===== src/rtl/ifetch_unit.sv =====
// Instruction fetch FSM: one outstanding imem request, single-entry inst buffer; optional breakpoint halt under IFU_BRKPT_EN.
// Latency: inst_valid the cycle after imem_rvalid; backpressure: inst held (no new request) until inst_ready.
module ifetch_unit #(
  parameter logic [31:0] RESET_PC = 32'h0000_3000
) (
  input  logic        clk,
  input  logic        rst_n,
  input  logic [31:0] npc_in,
  input  logic        redirect,
  output logic        imem_req,
  output logic [31:0] imem_addr,
  input  logic        imem_gnt,
  input  logic        imem_rvalid,
  input  logic [31:0] imem_rdata,
  output logic        inst_valid,
  output logic [31:0] inst,
  input  logic        inst_ready,
  output logic [31:0] pc_out,
  output logic [31:0] link_addr,
  input  logic [31:0] brk_addr,
  input  logic        resume,
  output logic        halted
);

  typedef enum logic [2:0] {S_IDLE, S_REQ, S_WAIT, S_VALID, S_HALT} state_t;

  state_t      state_q, state_d;
  logic [31:0] pc_q, pc_d;
  logic [31:0] inst_q, inst_d;
  logic        drop_q, drop_d;
  logic        enter_req;
  logic [31:0] npc_al;
  logic [31:0] pc_inc;
  logic        unused_bits;

  assign npc_al = {npc_in[31:2], 2'b00};
  assign pc_inc = pc_q + 32'd4;

  always_ff @(posedge clk or negedge rst_n) begin
    if (!rst_n) begin
      state_q <= S_IDLE;
      pc_q    <= RESET_PC;
      inst_q  <= 32'h0;
      drop_q  <= 1'b0;
    end else begin
      state_q <= state_d;
      pc_q    <= pc_d;
      inst_q  <= inst_d;
      drop_q  <= drop_d;
    end
  end

  // enter_req marks every move into REQ with a freshly chosen PC (the breakpoint check point)
  always_comb begin
    state_d   = state_q;
    pc_d      = pc_q;
    inst_d    = inst_q;
    drop_d    = drop_q;
    enter_req = 1'b0;
    case (state_q)
      S_IDLE: begin
        state_d   = S_REQ;
        enter_req = 1'b1;
      end
      S_REQ: begin
        if (redirect) pc_d = npc_al;
        if (imem_gnt) begin
          state_d = S_WAIT;
          drop_d  = redirect;
        end else if (redirect) begin
          enter_req = 1'b1;
        end
      end
      S_WAIT: begin
        if (redirect) pc_d = npc_al;
        if (imem_rvalid) begin
          if (drop_q || redirect) begin
            state_d   = S_REQ;
            drop_d    = 1'b0;
            enter_req = 1'b1;
          end else begin
            inst_d  = imem_rdata;
            state_d = S_VALID;
          end
        end else if (redirect) begin
          drop_d = 1'b1;
        end
      end
      S_VALID: begin
        if (inst_ready) begin
          pc_d      = redirect ? npc_al : pc_inc;
          state_d   = S_REQ;
          enter_req = 1'b1;
        end else if (redirect) begin
          pc_d      = npc_al;
          state_d   = S_REQ;
          enter_req = 1'b1;
        end
      end
      S_HALT: begin
        if (redirect) pc_d = npc_al;
        if (resume) state_d = S_REQ;
      end
      default: state_d = S_IDLE;
    endcase
`ifdef IFU_BRKPT_EN
    if (enter_req && (pc_d == brk_addr)) state_d = S_HALT;
`endif
  end

  always_comb begin
    imem_req   = (state_q == S_REQ);
    imem_addr  = pc_q;
    inst_valid = (state_q == S_VALID);
    inst       = inst_q;
    pc_out     = pc_q;
    link_addr  = pc_inc;
`ifdef IFU_BRKPT_EN
    halted     = (state_q == S_HALT);
`else
    halted     = 1'b0;
`endif
  end

`ifdef IFU_BRKPT_EN
  assign unused_bits = ^npc_in[1:0];
`else
  assign unused_bits = ^{npc_in[1:0], brk_addr, resume, enter_req};
`endif

endmodule


===== config.mk =====
export PLATFORM = sky130hd
export DESIGN_NAME = ifetch_unit
export DESIGN_NICKNAME = d
export VERILOG_FILES = /design/src/rtl/ifetch_unit.sv
export SDC_FILE = /design/constraint.sdc
export NUM_CORES = 1
export LEC_CHECK = 0
export CAP_MARGIN = 15
export CORE_MARGIN = 1
export CORE_UTILIZATION = 35
export CTS_CLUSTER_DIAMETER = 80
export DETAILED_ROUTE_END_ITERATION = 6
export PLACE_DENSITY = 0.86
export SYNTH_ARGS = -nofsm -noshare
export SYNTH_HDL_FRONTEND = slang
export SYNTH_SLANG_ARGS = --single-unit

===== constraint.sdc =====
create_clock -name clk -period 1.86 [get_ports clk]
set_input_delay 0.372 -clock clk [delete_from_list [all_inputs] [get_ports clk]]
set_output_delay 0.372 -clock clk [all_outputs]
set_load 0.1 [all_outputs]

* Word-level counts from Yosys, hierarchy flattened
Index checks and enable logic that the tools add are counted.
Widths: inputs -> output; s select.
** Word-level totals
- Flip-flop bits (word level) :: 68
- Input port bits :: 103
- Output and inout bits :: 131
** Operators by class
- $add $sub $neg :: 1
- Eq/ne operators :: 10
- Multiplexer cells :: 16
- Bitwise gates (word level) :: 1
- Reduce and logical (&&, ||, !) cells :: 8
** Operator list (number)
- $mux 32 :: 3
- $pmux 32 s2 :: 1
- $add 32x3->32 const B :: 1
- $mux 3 :: 5
- $pmux 3 s5 :: 1
- $reduce_and 4->1 :: 2
- $eq 3x2->1 const B :: 2
- $ne 3x3->1 const B :: 2
- $mux 1 :: 4
- $ne 2x2->1 const B :: 2
- $reduce_bool 2->1 :: 2
- $eq 3x1->1 const B :: 1
- $eq 3x3->1 const B :: 1
- $logic_not 3->1 :: 1
- $ne 3x2->1 const B :: 1
- $reduce_and 3->1 :: 1
- $reduce_or 3->1 :: 1
- $mux 2 :: 1
- $ne 2x1->1 const B :: 1
- $pmux 1 s2 :: 1
- $logic_or 1x1->1 :: 1
- $not 1->1 :: 1

* Logic depth before layout (Yosys ltp)
Gate-level depths: netlist (run 1).
- Depth in word-level cells :: 4
- Gate-level depth with buffers :: 8

* Least setup slack after synthesis (run 1)
Ideal clock, no wire load.
- Kind :: reg2out
- Start point :: register pc_q[20] (netlist: imem_addr[20])
- End point :: output port link_addr[27]
- Arrival :: 3.738 ns
- Slack :: -2.250 ns
- Stages on the path, launching flop included :: 7
- Path buffers :: 2
- Path through :: dfrtp_1 > buf_2 > and4_1 > buf_2 > nand3_2 > or4_4 > xnor2_1
** On the way
- Word-level cells in the longest chain between the ends :: 1
** Ends and longest elaborated chain
- from (decl) :: line 28 : logic [31:0] pc_q, pc_d;
- from (signal assigned) :: line 47 : pc_q <= pc_d;
- $add 32x3->32 :: line 37 : assign pc_inc = pc_q + 32'd4;
- to (decl) :: line 19 : output logic [31:0] link_addr,
No other way between the ends.

* Worst setup path in the final report (run 1)
- Start point :: register pc_q[3] (netlist: imem_addr[3])
- End point :: output port link_addr[26]
The elaborated chain is that of the path after synthesis.

==> results of run 1 <==
[metrics by stage]
stage | worst slack, ns | setup TNS [ns]
CTS | -0.696 | -14.51
finish | -0.863 | -19.79
floorplan | -0.866 | -21.69
global placement | -0.331 | -9.76
detailed placement | -0.402 | -12.68
global route | -0.870 | -21.01
[flip-flops by register name, summed over array words and instances (netlist names)]
signal,flops
state_q,2
drop_q,1
inst,32
imem_addr,32
[final timing paths]
path	startpoint	to	slack [ns]
max in group asynchronous	rst_n	imem_addr[23]	1.48
worst min-delay path	rst_n	imem_addr[17]	0.02
worst max register to register	imem_addr[12]	imem_addr[27]	-0.40
worst min register to register	inst[10]	inst[10]	0.58
min in group clk	inst[10]	inst[10]	0.58
worst max-delay path	imem_addr[3]	link_addr[26]	-0.86
[worst register-to-register path: stages (launching register included)]
cell     delay [ns]
dfstp_4        0.64
and4_4         0.23
nand3_4        0.10
or4_4          0.50
buf_6          0.16
or3_4          0.36
a21oi_2        0.17
[area by class of cell]
type,count,share of cell area (%)
clock buffers,9,2.25
clock inverters,7,1.01
inverters,10,0.375
multi-input cells,291,30.9
flip-flops and latches,67,17.6
well taps,143,1.79
repair buffers,348,46.0
[logic make-up after synthesis]
group           count (synthesis)
buf+inv                        71
fa+ha+maj                       6
compound gates                 85
xor+xnor                       28
other cells                     1
simple gates                  132
mux                            39
flops                          67
[routing by layer]
metal  up-vias  GRT usage, %  wire [um]
li1       2129             -          -
met1      2588          35.2       7900
met2       515          57.8      11500
met3       143          12.2       2590
met4         0          26.8       1690
met5         -             0          0
[layout by cell type, fill, tap and decap left out, types with 10 or more instances in the layout]
cell type | Yosys | layout
buf_12 | 0 | 133
buf_4 | 37 | 103
clkdlybuf4s50_1 | 0 | 66
buf_6 | 0 | 45
dfrtp_1 | 65 | 42
mux2_2 | 32 | 32
nor2_1 | 26 | 20
dfrtp_4 | 0 | 20
xnor2_4 | 0 | 18
nand2_1 | 26 | 15
a21oi_1 | 17 | 13
o21ai_0 | 18 | 12
nand4_1 | 11 | 11
xor2_4 | 0 | 10
[what timing repair did]
item,CTS,global route
resized for setup,68,70
setup buffers,31,31
hold buffers,0,0
pin swaps,43,50
endpoints found under the setup margin,41,57
==> reports/results.ini, run 1 <==
[placed_design]
dpl_cell_area_um2=8730
dp.cells=812
portBuffers=197
dp_hpwl_um=13300
place_congestion=1.01

[logic_synthesis]
syn_area_um2=4140
yosys.area_share.adder_pct=1.81
synth_area_leaders=dfrtp_1 (39%), mux2_2 (8.7%), buf_4 (6.7%)
synth_top_family_by_area=simple AND/OR/NAND/NOR gates
yosysSeqAreaShare_pct=40.5
synthXorXnorAreaFrac_pct=5.92
yosys.area_share.simple_pct=17.7
async_reset_ff_share_pct=100
syn_inst=429
synth_ff_type=dfrtp_1
ys_types=60
synth_compound_area_share_pct=13.6
synth_nets=538
synth-seq-cells=67
yosys.cell_count.top_type=dfrtp_1
synth.top_cell.area_share_pct=39.3
synthTopCellsByCount=dfrtp_1 (65), buf_4 (37), mux2_2 (32), nand2_1 (26), nor2_1 (26)
yosysTopAreaCell=dfrtp_1
synthMuxAreaShare_pct=10.4
yosys_warnings=0
syn_avg_cell_area_um2=9.65
synth_edf_count=0

[layout]
layout-drive-gt1-share_pct=63.1
instances_no_fill=875
diodes=0
synthToLayoutAreaGrowth_pct=142
multiInputGateArea_um2=3090
stdcell_area_um2=10000
final_nets=836
fin_util_pct=87.3
regArea_um2=1770
n_fill_cell=461

[drt]
drc=1
vias=5375
post_drt_wl_per_cell_um=27.0
viasPerCell=6.14
first_pass_iters=7
drtAntennaViolNets=0
drt_iter0_markers=452
wirelength_um=23700

[timing]
setup_ws_ns=-0.863
hold_ws_ns=0.0185
finalSetupViolCount=47
finalHoldViolations=0
finalMaxSlewViolations=0
fin_crit_sh_pct=146
rsz0062_at_grt=true
max_freq_ghz=0.367
period_needed_ns=2.72
fin_skew_ns=0.0156

[status]
status=finished, violations left
failed_checks=design-rule violations, negative setup slack

[clock_network]
cts_tree=yes
clk_latency_ns=0.36
cts_sinks=67
clockBufferDepth=2
cts_made_buffers=9
cts-root-buf=clkbuf_16
clkSlewWorstSetupHoldPaths_ns=0.07
htreeDepth=3

[setup_path]
critPathLaunchType=flop
crit_fanout=5
reg2reg_depth=6
cp_data_required_time_ns=1.49
critical-path-top-delay-family=simple AND/OR/NAND/NOR gates
endpoint_kind=primary output
criticalPathCategory=flop to primary output
crit_arrival_ns=2.35
critPathSlowestCell=dfrtp_4
crit_path_max_incr_delay_ns=0.47
path_buf_inv=2
crit_cells=7
cpMostUsedCell=nand3_4
path_cells=ha_4 -> nand3_4 -> nor4_4 -> buf_6 -> nand3_4 -> xnor2_4 -> buf_12

[floorplan]
start_util_pct=36.1
die_h_um=111
die_w_um=111
ioPinCount=234
rows=39
core-area_um2=11500
die_area_um2=12300

[global_routing]
grt_first_pass_wirelength_um=32200
antenna_found_initial=0
overflow=0
grt_max_degree=68
grt_pass1_vias=5572
track_usage_pct=34.6

[min_path]
hold_path_class=input pin to asynchronous set/reset pin

[job]
cap_violations=0

Power of run 1 is left out: the tool's default activity adds up to more than one toggle a clock period on the data nets, which glitch-free logic cannot reach.
==> run 2, diff against run 1 <==
--- a/config.mk
+++ b/config.mk
@@ -11,6 +11,7 @@
 export CTS_CLUSTER_DIAMETER = 80
 export DETAILED_ROUTE_END_ITERATION = 6
 export PLACE_DENSITY = 0.86
+export SKIP_CTS_REPAIR_TIMING = 1
 export SYNTH_ARGS = -nofsm -noshare
 export SYNTH_HDL_FRONTEND = slang
 export SYNTH_SLANG_ARGS = --single-unit
==> run 2 against run 1 <==
  * The run ends with negative setup slack left
  * Via count decreased by 7.0%
  * Design area decreased by 4.0%
  * Maximum frequency increased by 2.9%
  * Clock skew decreased by 0.0048 ns
==> reports/results.ini, run 2 (synthesis gave the netlist of run 1 again) <==
[status]
status=finished, violations left
failed_checks=negative setup slack

[layout]
final_nets=813  ; -2.8%
final_common_cell=buf_12
diodes=0  ; unchanged
layout-drive-gt1-share_pct=59.9  ; -3.2 points
final_cell_mix=buf_12 (132), buf_4 (101), clkdlybuf4s50_1 (66)
n_fill_cell=528  ; +15%
synthToLayoutAreaGrowth_pct=132
instances_no_fill=852  ; -2.6%

[floorplan]
die_area_um2=12300  ; unchanged
core-area_um2=11500  ; unchanged
start_util_pct=36.1  ; unchanged
die_w_um=111  ; unchanged
ioPinCount=234  ; unchanged
rows=39  ; unchanged
die_h_um=111  ; unchanged

[timing]
period_needed_ns=2.65  ; -0.0763 ns
fin_crit_sh_pct=142  ; -4.1 points
setup_ws_ns=-0.787  ; +0.0763 ns
slew_headroom_pct=59.6
tns_ns=-17.40  ; +2.39 ns
fin_skew_ns=0.0109  ; -0.00475 ns
finalHoldViolations=0  ; unchanged
rsz0062_at_grt=true
max_freq_ghz=0.378  ; +2.9%
worst_pin_slew_ns=0.603
finalMaxSlewViolations=0  ; unchanged
finalSetupViolCount=45  ; -4.3%

[setup_path]
cp_data_required_time_ns=1.49  ; about the same
path_cells=nand4_1 -> nor3_4 -> nand4_1 -> buf_4 -> xnor2_4 -> buf_12
path_buf_inv=2  ; unchanged
crit_path_max_incr_delay_ns=0.63  ; +0.16 ns
crit_fanout=4  ; -1
critPathLaunchType=flop
criticalPathCategory=flop to primary output
cpMostUsedCell=nand4_1
endpoint_kind=primary output
crit_arrival_ns=2.27  ; -0.08 ns
critPathSlowestCell=dfstp_4
critical-path-top-delay-family=simple AND/OR/NAND/NOR gates

[clock_network]
cts_made_buffers=9  ; unchanged
htreeDepth=3  ; unchanged
cts_sinks=67  ; unchanged
clk_latency_ns=0.35  ; about the same
cts_tree=yes
clockBufferDepth=2  ; unchanged
cts-root-buf=clkbuf_16
clkSlewWorstSetupHoldPaths_ns=0.07  ; about the same

[global_routing]
antenna_found_initial=0  ; unchanged
overflow=0  ; unchanged
track_usage_pct=28.5  ; -6.1 points
grt_max_degree=68  ; unchanged
grt_first_pass_wirelength_um=27200  ; -16%
grt_pass1_vias=4990  ; -10%

[drt]
post_drt_wl_per_cell_um=24.0  ; -11%
vias=4997  ; -7.0%
drc=0  ; -1
drt_iter0_markers=345  ; -24%
drtAntennaViolNets=0  ; unchanged
first_pass_iters=7  ; unchanged
wirelength_um=20400  ; -14%
viasPerCell=5.87  ; -4.5%

[job]
cap_violations=0  ; unchanged

[placed_design]
place_congestion=1.01  ; unchanged
dp_hpwl_um=13300  ; unchanged
dp.cells=812  ; unchanged
portBuffers=197  ; unchanged

[min_path]
hold_path_class=input pin to asynchronous set/reset pin

## run 2: final timing paths
path | start | to | slack [ns] | cells after the start
setup / recovery | imem_addr[12] | link_addr[25] | -0.79 | 6
hold / removal | rst_n | imem_addr[17] | 0.04 | 2
setup reg to reg | imem_addr[12] | imem_addr[23] | -0.26 | 8
hold reg to reg | inst[10] | inst[10] | 0.58 | 1
max in group asynchronous | rst_n | imem_addr[7] | 1.48 | 2
min in group clk | inst[10] | inst[10] | 0.58 | 1
## run 2: metal layers
layer	share of wire (%)	global-route usage [%]	vias to the layer above
li1	-	-	2079
met3	9.8	9.35	120
met1	35	30.9	2360
met4	5.7	14.5	0
met2	49	49.4	438
met5	0	0	-
## run 2: final cells by class
cell class | instances | area, um^2 | area share (%)
repair buffers | 325 | 4350 | 45.2
multi-input cells | 291 | 2950 | 30.7
flip-flops and latches | 67 | 1770 | 18.4
clock buffers | 9 | 225 | 2.34
well taps | 143 | 179 | 1.86
clock inverters | 7 | 101 | 1.05
inverters | 10 | 37.5 | 0.391
## run 2: stage by stage
stage                     setup WS, ns  utilization [%]  area (um^2)  hold WS [ns]
after floorplan                 -0.866                -         4880        0.0764
after global placement          -0.331             76.1         8730         0.426
after detailed placement        -0.402             76.1         8730         0.422
after CTS                       -0.820             79.0         9060        0.0650
after global routing            -0.818             83.8         9610        0.0742
final                           -0.787             83.8         9610        0.0409
Power of run 2 is left out for the same reason.
